$ cat config.mk
export PLATFORM = sky130hd
export DESIGN_NAME = divider_scheduler
export DESIGN_NICKNAME = d
export VERILOG_FILES = /design/src/rtl/divider_sched_pkg.sv /design/src/rtl/divider_scheduler_rr_arbiter.sv /design/src/rtl/divider_scheduler.sv
export SDC_FILE = /design/constraint.sdc
export NUM_CORES = 1
export LEC_CHECK = 0
export CAP_MARGIN = 20
export CORE_AREA = 2 2 90 127
export DETAILED_ROUTE_END_ITERATION = 10
export DIE_AREA = 0 0 92 129
export HOLD_SLACK_MARGIN = 0.06
export PLACE_DENSITY = 0.81
export REMOVE_ABC_BUFFERS = 1
export SYNTH_ARGS = -nofsm -noshare
export SYNTH_HDL_FRONTEND = slang
export SYNTH_HIERARCHICAL = 1
export SYNTH_SLANG_ARGS = --single-unit
$ cat constraint.sdc
create_clock -name clk -period 4.86 [get_ports clk]
set_clock_uncertainty 0.1 [all_clocks]
set_input_delay 0.729 -clock clk [delete_from_list [all_inputs] [get_ports clk]]
set_output_delay 0.729 -clock clk [all_outputs]
set_load 0.005 [all_outputs]
$ cat src/rtl/divider_sched_pkg.sv
// Shared state encoding and default widths for divider_scheduler.
package divider_sched_pkg;

  localparam int unsigned SPEED_W_DEF = 20;
  localparam int unsigned DUR_W_DEF   = 16;

  typedef logic [1:0] state_t;

  localparam state_t StIdle    = 2'd0;
  localparam state_t StLoad    = 2'd1;
  localparam state_t StRun     = 2'd2;
  localparam state_t StRelease = 2'd3;

endpackage

$ cat src/rtl/divider_scheduler_rr_arbiter.sv
// Combinational round-robin pick: first set request at or after the pointer, wrapping.
module rr_arbiter #(
  parameter int unsigned N_REQ = 4,
  parameter int unsigned PTR_W = $clog2(N_REQ)
) (
  input  logic [N_REQ-1:0] req_i,
  input  logic [PTR_W-1:0] ptr_i,
  output logic [N_REQ-1:0] gnt_o,
  output logic             valid_o
);

  logic [PTR_W-1:0] idx;
  logic             found;

  always_comb begin
    gnt_o = '0;
    found = 1'b0;
    idx   = '0;
    for (int unsigned i = 0; i < N_REQ; i++) begin
      idx = PTR_W'((32'(ptr_i) + i) % N_REQ);
      if (!found && req_i[idx]) begin
        gnt_o[idx] = 1'b1;
        found      = 1'b1;
      end
    end
  end

  assign valid_o = |req_i;

endmodule

$ cat src/rtl/divider_scheduler.sv
// Round-robin time-sharing of one programmable clock divider among N_REQ requesters.
// Define DIVSCHED_TIMEOUT_EN to build the watchdog that releases a divider that stops toggling.
module divider_scheduler
  import divider_sched_pkg::*;
#(
  parameter int unsigned N_REQ          = 4,
  parameter int unsigned SPEED_W        = SPEED_W_DEF,
  parameter int unsigned DUR_W          = DUR_W_DEF,
  parameter int unsigned IDLE_SPEED     = 1,
  parameter int unsigned TIMEOUT_CYCLES = 100000000
) (
  input  logic                     clk,
  input  logic                     rst,
  input  logic [N_REQ-1:0]         req,
  input  logic [N_REQ*SPEED_W-1:0] req_speed,
  input  logic [N_REQ*DUR_W-1:0]   req_periods,
  output logic [N_REQ-1:0]         grant,
  output logic [N_REQ-1:0]         done,
  output logic                     err,
  output logic                     busy,
  output logic [SPEED_W-1:0]       div_speed,
  output logic                     div_rst,
  input  logic                     div_clk
);

  localparam int unsigned PtrW = $clog2(N_REQ);

  state_t             state_q, state_d;
  logic [N_REQ-1:0]   sel_q, sel_d;
  logic [PtrW-1:0]    sel_idx_q, sel_idx_d;
  logic [PtrW-1:0]    ptr_q, ptr_d;
  logic [SPEED_W-1:0] speed_q, speed_d;
  logic [DUR_W-1:0]   periods_q, periods_d;
  logic [DUR_W-1:0]   cnt_q, cnt_d;
  logic               div_clk_q, div_clk_d;
  logic               done_q, done_d;

  logic [N_REQ-1:0]   arb_gnt;
  logic               arb_valid;
  logic [PtrW-1:0]    arb_idx;
  logic [SPEED_W-1:0] speed_sel;
  logic [DUR_W-1:0]   cnt_inc;
  logic               rise;
  logic               owner_req;
  logic               timeout;

  rr_arbiter #(
    .N_REQ(N_REQ),
    .PTR_W(PtrW)
  ) u_arb (
    .req_i  (req),
    .ptr_i  (ptr_q),
    .gnt_o  (arb_gnt),
    .valid_o(arb_valid)
  );

  always_comb begin
    arb_idx = '0;
    for (int unsigned i = 0; i < N_REQ; i++) begin
      if (arb_gnt[i]) arb_idx = PtrW'(i);
    end
  end

  assign speed_sel = req_speed[arb_idx*SPEED_W +: SPEED_W];
  assign rise      = div_clk & ~div_clk_q;
  assign owner_req = |(req & sel_q);
  assign cnt_inc   = cnt_q + DUR_W'(1);

  always_comb begin
    state_d   = state_q;
    sel_d     = sel_q;
    sel_idx_d = sel_idx_q;
    ptr_d     = ptr_q;
    speed_d   = speed_q;
    periods_d = periods_q;
    cnt_d     = cnt_q;
    div_clk_d = div_clk_q;
    done_d    = done_q;
    case (state_q)
      StIdle: begin
        if (arb_valid) begin
          sel_d     = arb_gnt;
          sel_idx_d = arb_idx;
          // The divider must never be programmed with speed 0.
          speed_d   = (speed_sel == '0) ? SPEED_W'(1) : speed_sel;
          periods_d = req_periods[arb_idx*DUR_W +: DUR_W];
          state_d   = StLoad;
        end
      end
      StLoad: begin
        cnt_d     = '0;
        div_clk_d = 1'b0;
        if (periods_q == '0) begin
          done_d  = 1'b1;
          state_d = StRelease;
        end else begin
          state_d = StRun;
        end
      end
      StRun: begin
        div_clk_d = div_clk;
        if (!owner_req) begin
          state_d = StRelease;
        end else if (timeout) begin
          state_d = StRelease;
        end else if (rise) begin
          cnt_d = cnt_inc;
          if (cnt_inc == periods_q) begin
            done_d  = 1'b1;
            state_d = StRelease;
          end
        end
      end
      StRelease: begin
        done_d  = 1'b0;
        ptr_d   = (sel_idx_q == PtrW'(N_REQ - 1)) ? '0 : sel_idx_q + PtrW'(1);
        state_d = StIdle;
      end
      default: state_d = StIdle;
    endcase
  end

  always_ff @(posedge clk) begin
    if (rst) begin
      state_q   <= StIdle;
      sel_q     <= '0;
      sel_idx_q <= '0;
      ptr_q     <= '0;
      speed_q   <= SPEED_W'(IDLE_SPEED);
      periods_q <= '0;
      cnt_q     <= '0;
      div_clk_q <= 1'b0;
      done_q    <= 1'b0;
    end else begin
      state_q   <= state_d;
      sel_q     <= sel_d;
      sel_idx_q <= sel_idx_d;
      ptr_q     <= ptr_d;
      speed_q   <= speed_d;
      periods_q <= periods_d;
      cnt_q     <= cnt_d;
      div_clk_q <= div_clk_d;
      done_q    <= done_d;
    end
  end

`ifdef DIVSCHED_TIMEOUT_EN
  localparam int unsigned WdW = $clog2(TIMEOUT_CYCLES + 1);

  logic [WdW-1:0] wd_q, wd_d;
  logic           err_q, err_d;

  // Counts RUN cycles since RUN entry or the last divider rise.
  assign timeout = (state_q == StRun) && (wd_q == WdW'(TIMEOUT_CYCLES - 1));

  always_comb begin
    wd_d  = wd_q;
    err_d = err_q;
    if (state_q == StLoad) begin
      wd_d = '0;
    end else if (state_q == StRun) begin
      wd_d = rise ? '0 : wd_q + WdW'(1);
    end
    if ((state_q == StRun) && owner_req && timeout) begin
      err_d = 1'b1;
    end else if (state_q == StRelease) begin
      err_d = 1'b0;
    end
  end

  always_ff @(posedge clk) begin
    if (rst) begin
      wd_q  <= '0;
      err_q <= 1'b0;
    end else begin
      wd_q  <= wd_d;
      err_q <= err_d;
    end
  end

  assign err = (state_q == StRelease) & err_q;
`else
  assign timeout = 1'b0;
  assign err     = 1'b0;
`endif

  always_comb begin
    busy      = (state_q == StLoad) || (state_q == StRun);
    grant     = busy ? sel_q : '0;
    div_speed = busy ? speed_q : SPEED_W'(IDLE_SPEED);
    div_rst   = (state_q != StRun);
    done      = ((state_q == StRelease) && done_q) ? sel_q : '0;
  end

endmodule

== Word-level counts from Yosys, hierarchy flattened ==
Cells that the tools add are included.
Storage, ports and cells
  register bits: 64
  input bits: 151
  output and inout port bits: 31
Cells by class
  add/subtract/negate cells: 5
  $mul: 1
  $lt $le $gt $ge: 8
  eq/ne operators: 13
  shifts and indexed selects: 2
  multiplexer cells: 46
  bitwise logic cells: 6
  reductions and logical operators: 23
Operator list (count)
  variable part select 80 x 8 -> 20 bit: 1
  variable part select 64 x 7 -> 16 bit: 1
  two-way mux 20 bit: 2
  two-way mux 16 bit: 2
  case mux 16 bit (2 select lines): 1
  two-way mux 4 bit: 6
  logical NOT 20 bit: 1
  two-way mux 1 bit: 17
  adder 16 x 1 -> 16 bit, second input constant: 1
  equality test 16 bit: 1
  logical NOT 16 bit: 1
  two-way mux 2 bit: 7
  less-than comparator 2 x 3 -> 1 bit, second input constant: 4
  != test 2 bit, second input constant: 6
  bitwise OR 4 bit: 3
  binary-select mux 1 bit (select 2 bit): 4
  demux 1 bit (select 2 bit): 4
  >= comparator 2 x 1 -> 1 bit, second input constant: 4
  logical AND 1 bit: 8
  case mux 2 bit (4 select lines): 1
  OR reduction 4 bit: 2
  equality test 2 bit, second input constant: 3
  != test 3 bit, second input constant: 2
  AND reduction 3 bit: 2
  other kinds (16): 20

== Depth between registers and ports, before layout ==
Gate-level depths: netlist of run 1.
  depth after elaboration: 19
  mapped depth: 15

== By module ==
The synthesis of run 1 kept the hierarchy.
By module, submodules not included
  divider_scheduler: times used 1, cells an instance 584, area an instance 4420.5 µm², sequential area each 1281.2 µm²
  rr_arbiter: times used 1, cells an instance 37, area an instance 345.3 µm², sequential area each 0.0 µm²

== Worst setup path after synthesis of run 1 ==
Ideal clock, no wire load.
  path kind: input to register
  start point: input port req[3]
  end point: register speed_q[0]
  setup time: 0.074 ns
  arrival: 3.726 ns
  required time: 4.686 ns
  path slack: 0.960 ns
  stages: 13
  buffers on the path: 3
  cell sequence: mux4_2 buf_6 nor4b_4 nand2_1 o211ai_1 buf_2 buf_1 mux2i_1 o21ai_0 mux2i_1 nand4_1 or4_1 a31oi_1
Between the ends
  longest elaborated chain between the ends: 19
  elaborated cells on any way between the ends: 33
Ends and longest elaborated chain
  start, declared: line divider_scheduler.sv:14  | input logic [N_REQ-1:0] req,
  binary-select mux 1 bit (select 2 bit): line divider_scheduler_rr_arbiter.sv:21  | if (!found && req_i[idx]) begin
  two-way mux 1 bit (not written as such): line divider_scheduler_rr_arbiter.sv:21
  two-way mux 1 bit: line divider_scheduler_rr_arbiter.sv:21
  logical NOT 1 bit: line divider_scheduler_rr_arbiter.sv:21
  logical AND 1 bit: line divider_scheduler_rr_arbiter.sv:21
  two-way mux 1 bit: line divider_scheduler_rr_arbiter.sv:21
  logical NOT 1 bit: line divider_scheduler_rr_arbiter.sv:21
  logical AND 1 bit: line divider_scheduler_rr_arbiter.sv:21
  [3 not listed]
  two-way mux 4 bit (*): line divider_scheduler_rr_arbiter.sv:21
  net arb_gnt[1]: line divider_scheduler.sv:38  | logic [N_REQ-1:0] arb_gnt;
  two-way mux 1 bit (*): line divider_scheduler.sv:60  | if (arb_gnt[i]) arb_idx = PtrW'(i);
  two-way mux 2 bit (*) (2 in a row): line divider_scheduler.sv:60
  multiplier 2 x 3 -> 5 bit (*): line divider_scheduler.sv:64  | assign speed_sel = req_speed[arb_idx*SPEED_W +: SPEED_W];
  variable part select 80 x 8 -> 20 bit (*): line divider_scheduler.sv:64
  logical NOT 20 bit: line divider_scheduler.sv:85  | speed_d = (speed_sel == '0) ? SPEED_W'(1) : speed_sel;
  two-way mux 20 bit (*): line divider_scheduler.sv:85
  end signal, assigned: line divider_scheduler.sv:129  | speed_q <= SPEED_W'(IDLE_SPEED);
  end signal, assigned: line divider_scheduler.sv:139  | speed_q <= speed_d;
  end, declared: line divider_scheduler.sv:32  | logic [SPEED_W-1:0] speed_q, speed_d;
The timed path passes the listed nets; every way through them passes the cells marked *. The select of a mux whose other input is x is not followed.
A chain may end at the register's enable or synchronous reset.

== Worst setup path in the final report of run 1 ==
Ends and elaborated chain as after synthesis.

==> summary.txt, run 1 <==
Outcome
  • Result of the run: complete, no violations

Synth
  • Netlist cell types: 60
  • Seq/Total Area, Yosys: 26.9%
  • Dominant synthesized flop cell: sky130_fd_sc_hd__dfxtp_1
  • Count of warnings emitted by yosys: 6
  • Gate count after technology mapping: 621
  • Number of storage elements in the synthesis netlist: 64
  • Cell area after synthesis: 4770 um^2
  • Number of flops mapped to enable cells by yosys: 0
  • Share of the synthesized area in the top cell type: 26.9%
  • Async set or reset register ratio after synthesis: 0%
  • Biggest area consumer among synthesized cells: sky130_fd_sc_hd__dfxtp_1
  • Cell types with the largest area share after synthesis: sky130_fd_sc_hd__dfxtp_1, sky130_fd_sc_hd__mux2i_1, sky130_fd_sc_hd__a21oi_1
  • Synth Area per Inst: 7.67 um^2

Place
  • Placer congestion estimate: 0.934
  • Placed Cells: 906
  • HPWL reported at the end of detailed placement: 11.6 mm
  • Number of input and output port buffers inserted: 180
  • Post-Place Setup Slack: 0.352 ns
  • Area of placed instances: 6650 um^2

Clock network
  • Clock sinks: 64
  • Worst-path clk slew: 0.05 ns
  • Buffers inserted during post-CTS setup optimization: 0
  • Clock root buffer: sky130_fd_sc_hd__clkbuf_16
  • Post-cts resize count: 0
  • Total clock buffers created by CTS: 9
  • Clock Latency Late Sink: 0.33 ns
  • Clock tree from TritonCTS: built
  • Number of levels in the clock H-tree: 3
  • Count of hold buffers inserted by post-cts repair: 0
  • Maximum count of clock buffers along a single path: 2

Worst setup path
  • Endpoint required time on the critical path: 5.02 ns
  • Max Fanout on Critical Path: 35
  • Setup crit start kind: input port
  • Critical path type: input port to flop
  • Setup crit end kind: flop
  • Arrival time at the worst endpoint: 4.36 ns

Die
  • Die X-Extent: 92 um
  • Die outline area: 11,900 um^2
  • Overall die height: 129 um
  • Initial core utilization: 44.5%
  • Cell row count: 45
  • Number of top-level pins: 182
  • Core Region: 10,700 um^2

Timing
  • Final-report setup violation count: 0
  • Final count of hold timing violations: 0
  • Worst Max-Slew Pin Slew: 0.974 ns
  • Slew headroom: 35.1%
  • Highest achievable clock rate: 238 MHz
  • Final worst path period share: 86.4%
  • Post-route minimum period: 4.20 ns
  • Count of final max-slew check failures: 0
  • Worst path setup slack after routing: 0.661 ns
  • RSZ-0062 raised after global routing: no
  • Hold Slack: 0.377 ns

GRT
  • GR Layer Usage met1: 26.9%
  • Vias in the first global route: 5,296
  • Global routing usage summed across all routing layers: 26.2%
  • Initial antenna violation count: 0
  • GR Layer Usage met2: 50.0%
  • Largest net degree at the start of global routing: 70
  • Global route total overflow: 0
  • Most utilized layer in the global route result: met2
  • Met3 Usage GRT: 5.97%
  • Global-route wire length before repair: 24.7 mm

Power and ir drop
  • Largest voltage drop on the vdd net: 0.261 mV
  • Power density over cell area: 491 nW/um^2
  • Post-layout total power: 0.00343 W
  • Leakage Power: 2.62 nW

Detailed routing
  • Routed vias: 5,266
  • Total length of routed wires: 15.7 mm
  • Vias per inst: 5.71
  • DRC viols: 0
  • Violation count after the first detailed-route iteration: 301
  • Detailed-route wire length per cell: 17.0 um
  • Detailed-router iteration count before antenna repair: 7
  • Remaining antenna violation count: 0

Job
  • Total of max-cap violations: 0

Finish
  • Area added between synthesis and finish: 46.6%
  • Final Instance Count excl. Fillers: 922
  • Layout cell share with drive strength beyond 1: 7.17%
  • Number of nets in the layout: 941
  • Post-route standard cell area excluding fillers: 6990 um^2
  • Diodes inserted: 0

Worst hold path
  • Path class of the lowest-slack min-delay path: flop to flop
## final cells by class
| cell class | instances | area (um^2) |
|---|---|---|
| fill | 878 | 3710 |
| multi-input combinational | 498 | 3250 |
| timing repair buffer | 190 | 1910 |
| sequential | 64 | 1280 |
| clock buffer | 12 | 256 |
| tap | 141 | 176 |
| clock inverter | 3 | 65.1 |
| inverter | 14 | 52.6 |
## through the flow
| stage | utilization [%] | setup TNS, ns |
|---|---|---|
| CTS | 65.1 | 0 |
| finish | 65.3 | 0 |
| global placement | 62.1 | 0 |
| global route | 65.3 | 0 |
| floorplan | - | -8.03 |
| detailed placement | 62.1 | 0 |
## registers in the layout, indices dropped and copies added (netlist names)
name / flops
sel_idx_q: 2
ptr_q: 2
sel_q: 4
periods_q: 16
cnt_q: 16
done_q: 1
state_q: 2
speed_q: 20
div_clk_q: 1
## synthesized netlist by cell type, types with 3 or more instances
master / n
sky130_fd_sc_hd__nand2b_1: 4
sky130_fd_sc_hd__and2_1: 26
sky130_fd_sc_hd__a21oi_1: 57
sky130_fd_sc_hd__xor2_1: 8
sky130_fd_sc_hd__nand3_1: 9
sky130_fd_sc_hd__nor3_1: 14
sky130_fd_sc_hd__inv_1: 13
sky130_fd_sc_hd__o21ai_0: 38
sky130_fd_sc_hd__a221o_1: 8
sky130_fd_sc_hd__nor2b_1: 3
sky130_fd_sc_hd__nor4_1: 5
sky130_fd_sc_hd__dfxtp_1: 64
sky130_fd_sc_hd__and3_1: 8
sky130_fd_sc_hd__buf_1: 7
sky130_fd_sc_hd__nand4_1: 10
sky130_fd_sc_hd__ha_1: 13
sky130_fd_sc_hd__nor2_1: 68
sky130_fd_sc_hd__o211ai_1: 12
sky130_fd_sc_hd__clkbuf_1: 30
sky130_fd_sc_hd__mux2_2: 8
sky130_fd_sc_hd__buf_2: 6
sky130_fd_sc_hd__xnor2_1: 13
sky130_fd_sc_hd__or4_1: 6
sky130_fd_sc_hd__a21o_2: 4
sky130_fd_sc_hd__nand4b_1: 3
sky130_fd_sc_hd__or2_2: 5
sky130_fd_sc_hd__mux2i_1: 46
sky130_fd_sc_hd__a211oi_1: 18
sky130_fd_sc_hd__nand2_1: 76
## layout by cell type (no fill, tap or decap), types with 9 or more instances in the layout
| cell type | count |
|---|---|
| sky130_fd_sc_hd__and2_1 | 25 |
| sky130_fd_sc_hd__a21oi_1 | 57 |
| sky130_fd_sc_hd__o211ai_1 | 12 |
| sky130_fd_sc_hd__nor3_1 | 14 |
| sky130_fd_sc_hd__nor2_1 | 68 |
| sky130_fd_sc_hd__clkbuf_16 | 9 |
| sky130_fd_sc_hd__clkdlybuf4s50_1 | 179 |
| sky130_fd_sc_hd__inv_1 | 13 |
| sky130_fd_sc_hd__nand4_1 | 10 |
| sky130_fd_sc_hd__ha_1 | 13 |
| sky130_fd_sc_hd__nand2_1 | 76 |
| sky130_fd_sc_hd__mux2i_1 | 46 |
| sky130_fd_sc_hd__nand3_1 | 9 |
| sky130_fd_sc_hd__xnor2_1 | 13 |
| sky130_fd_sc_hd__o21ai_0 | 38 |
| sky130_fd_sc_hd__dfxtp_1 | 64 |
| sky130_fd_sc_hd__a211oi_1 | 18 |
## cells by family (layout without fill, tap and decap cells)
logic type	count (synthesis)	count (layout)	synth area share, %
and+or+nand+nor	251	251	26.7
AOI/OAI and AO/OA	154	154	20.4
DFF	64	64	26.9
buffers and inverters	59	219	5.04
muxes	58	58	13.6
xor gates and xnor gates	21	21	3.86
adders and majority gates	13	13	3.41
other	1	1	0.0787
## critical path, stage by stage
cell and delay, ns:
sky130_fd_sc_hd__clkdlybuf4s50_1 0.49, sky130_fd_sc_hd__mux4_2 0.64, sky130_fd_sc_hd__nor4b_4 0.40, sky130_fd_sc_hd__nand2_1 0.09, sky130_fd_sc_hd__o211ai_1 0.18, sky130_fd_sc_hd__buf_12 0.30, sky130_fd_sc_hd__mux2i_1 0.20, sky130_fd_sc_hd__or2_2 0.11
sky130_fd_sc_hd__a21oi_1 0.06, sky130_fd_sc_hd__a21oi_1 0.17, sky130_fd_sc_hd__and4_1 0.23, sky130_fd_sc_hd__nand4_1 0.14, sky130_fd_sc_hd__or4_1 0.42, sky130_fd_sc_hd__a31oi_1 0.17
## worst paths after layout
path                            cells after the start  slack (ns)           to        start
worst max-delay path                               14        0.66   speed_q[0]       req[3]
worst min register to register                      2        0.38  speed_q[16]  speed_q[16]
worst min-delay path                                2        0.38  speed_q[16]  speed_q[16]
worst max register to register                     15        0.77   speed_q[0]     ptr_q[0]
## routing by layer
layer	vias up	wire, um
met3	55	1140
met5	-	0
met4	0	620
li1	2517	-
met1	2440	5590
met2	254	8320
## power breakdown
group | internal [W] | switching, W | total, W
logic | 0.000858 | 0.00101 | 0.00187
clock network | 0.000473 | 0.000222 | 0.000695
registers | 0.000708 | 0.000157 | 0.000865
Power figures use the tool's default switching activity.
==> run 2, diff against run 1 <==
ABC_AREA = 0   (was unset)
==> results of run 2 <==
No change in the layout: final DEF, timing and power equal those of run 1.
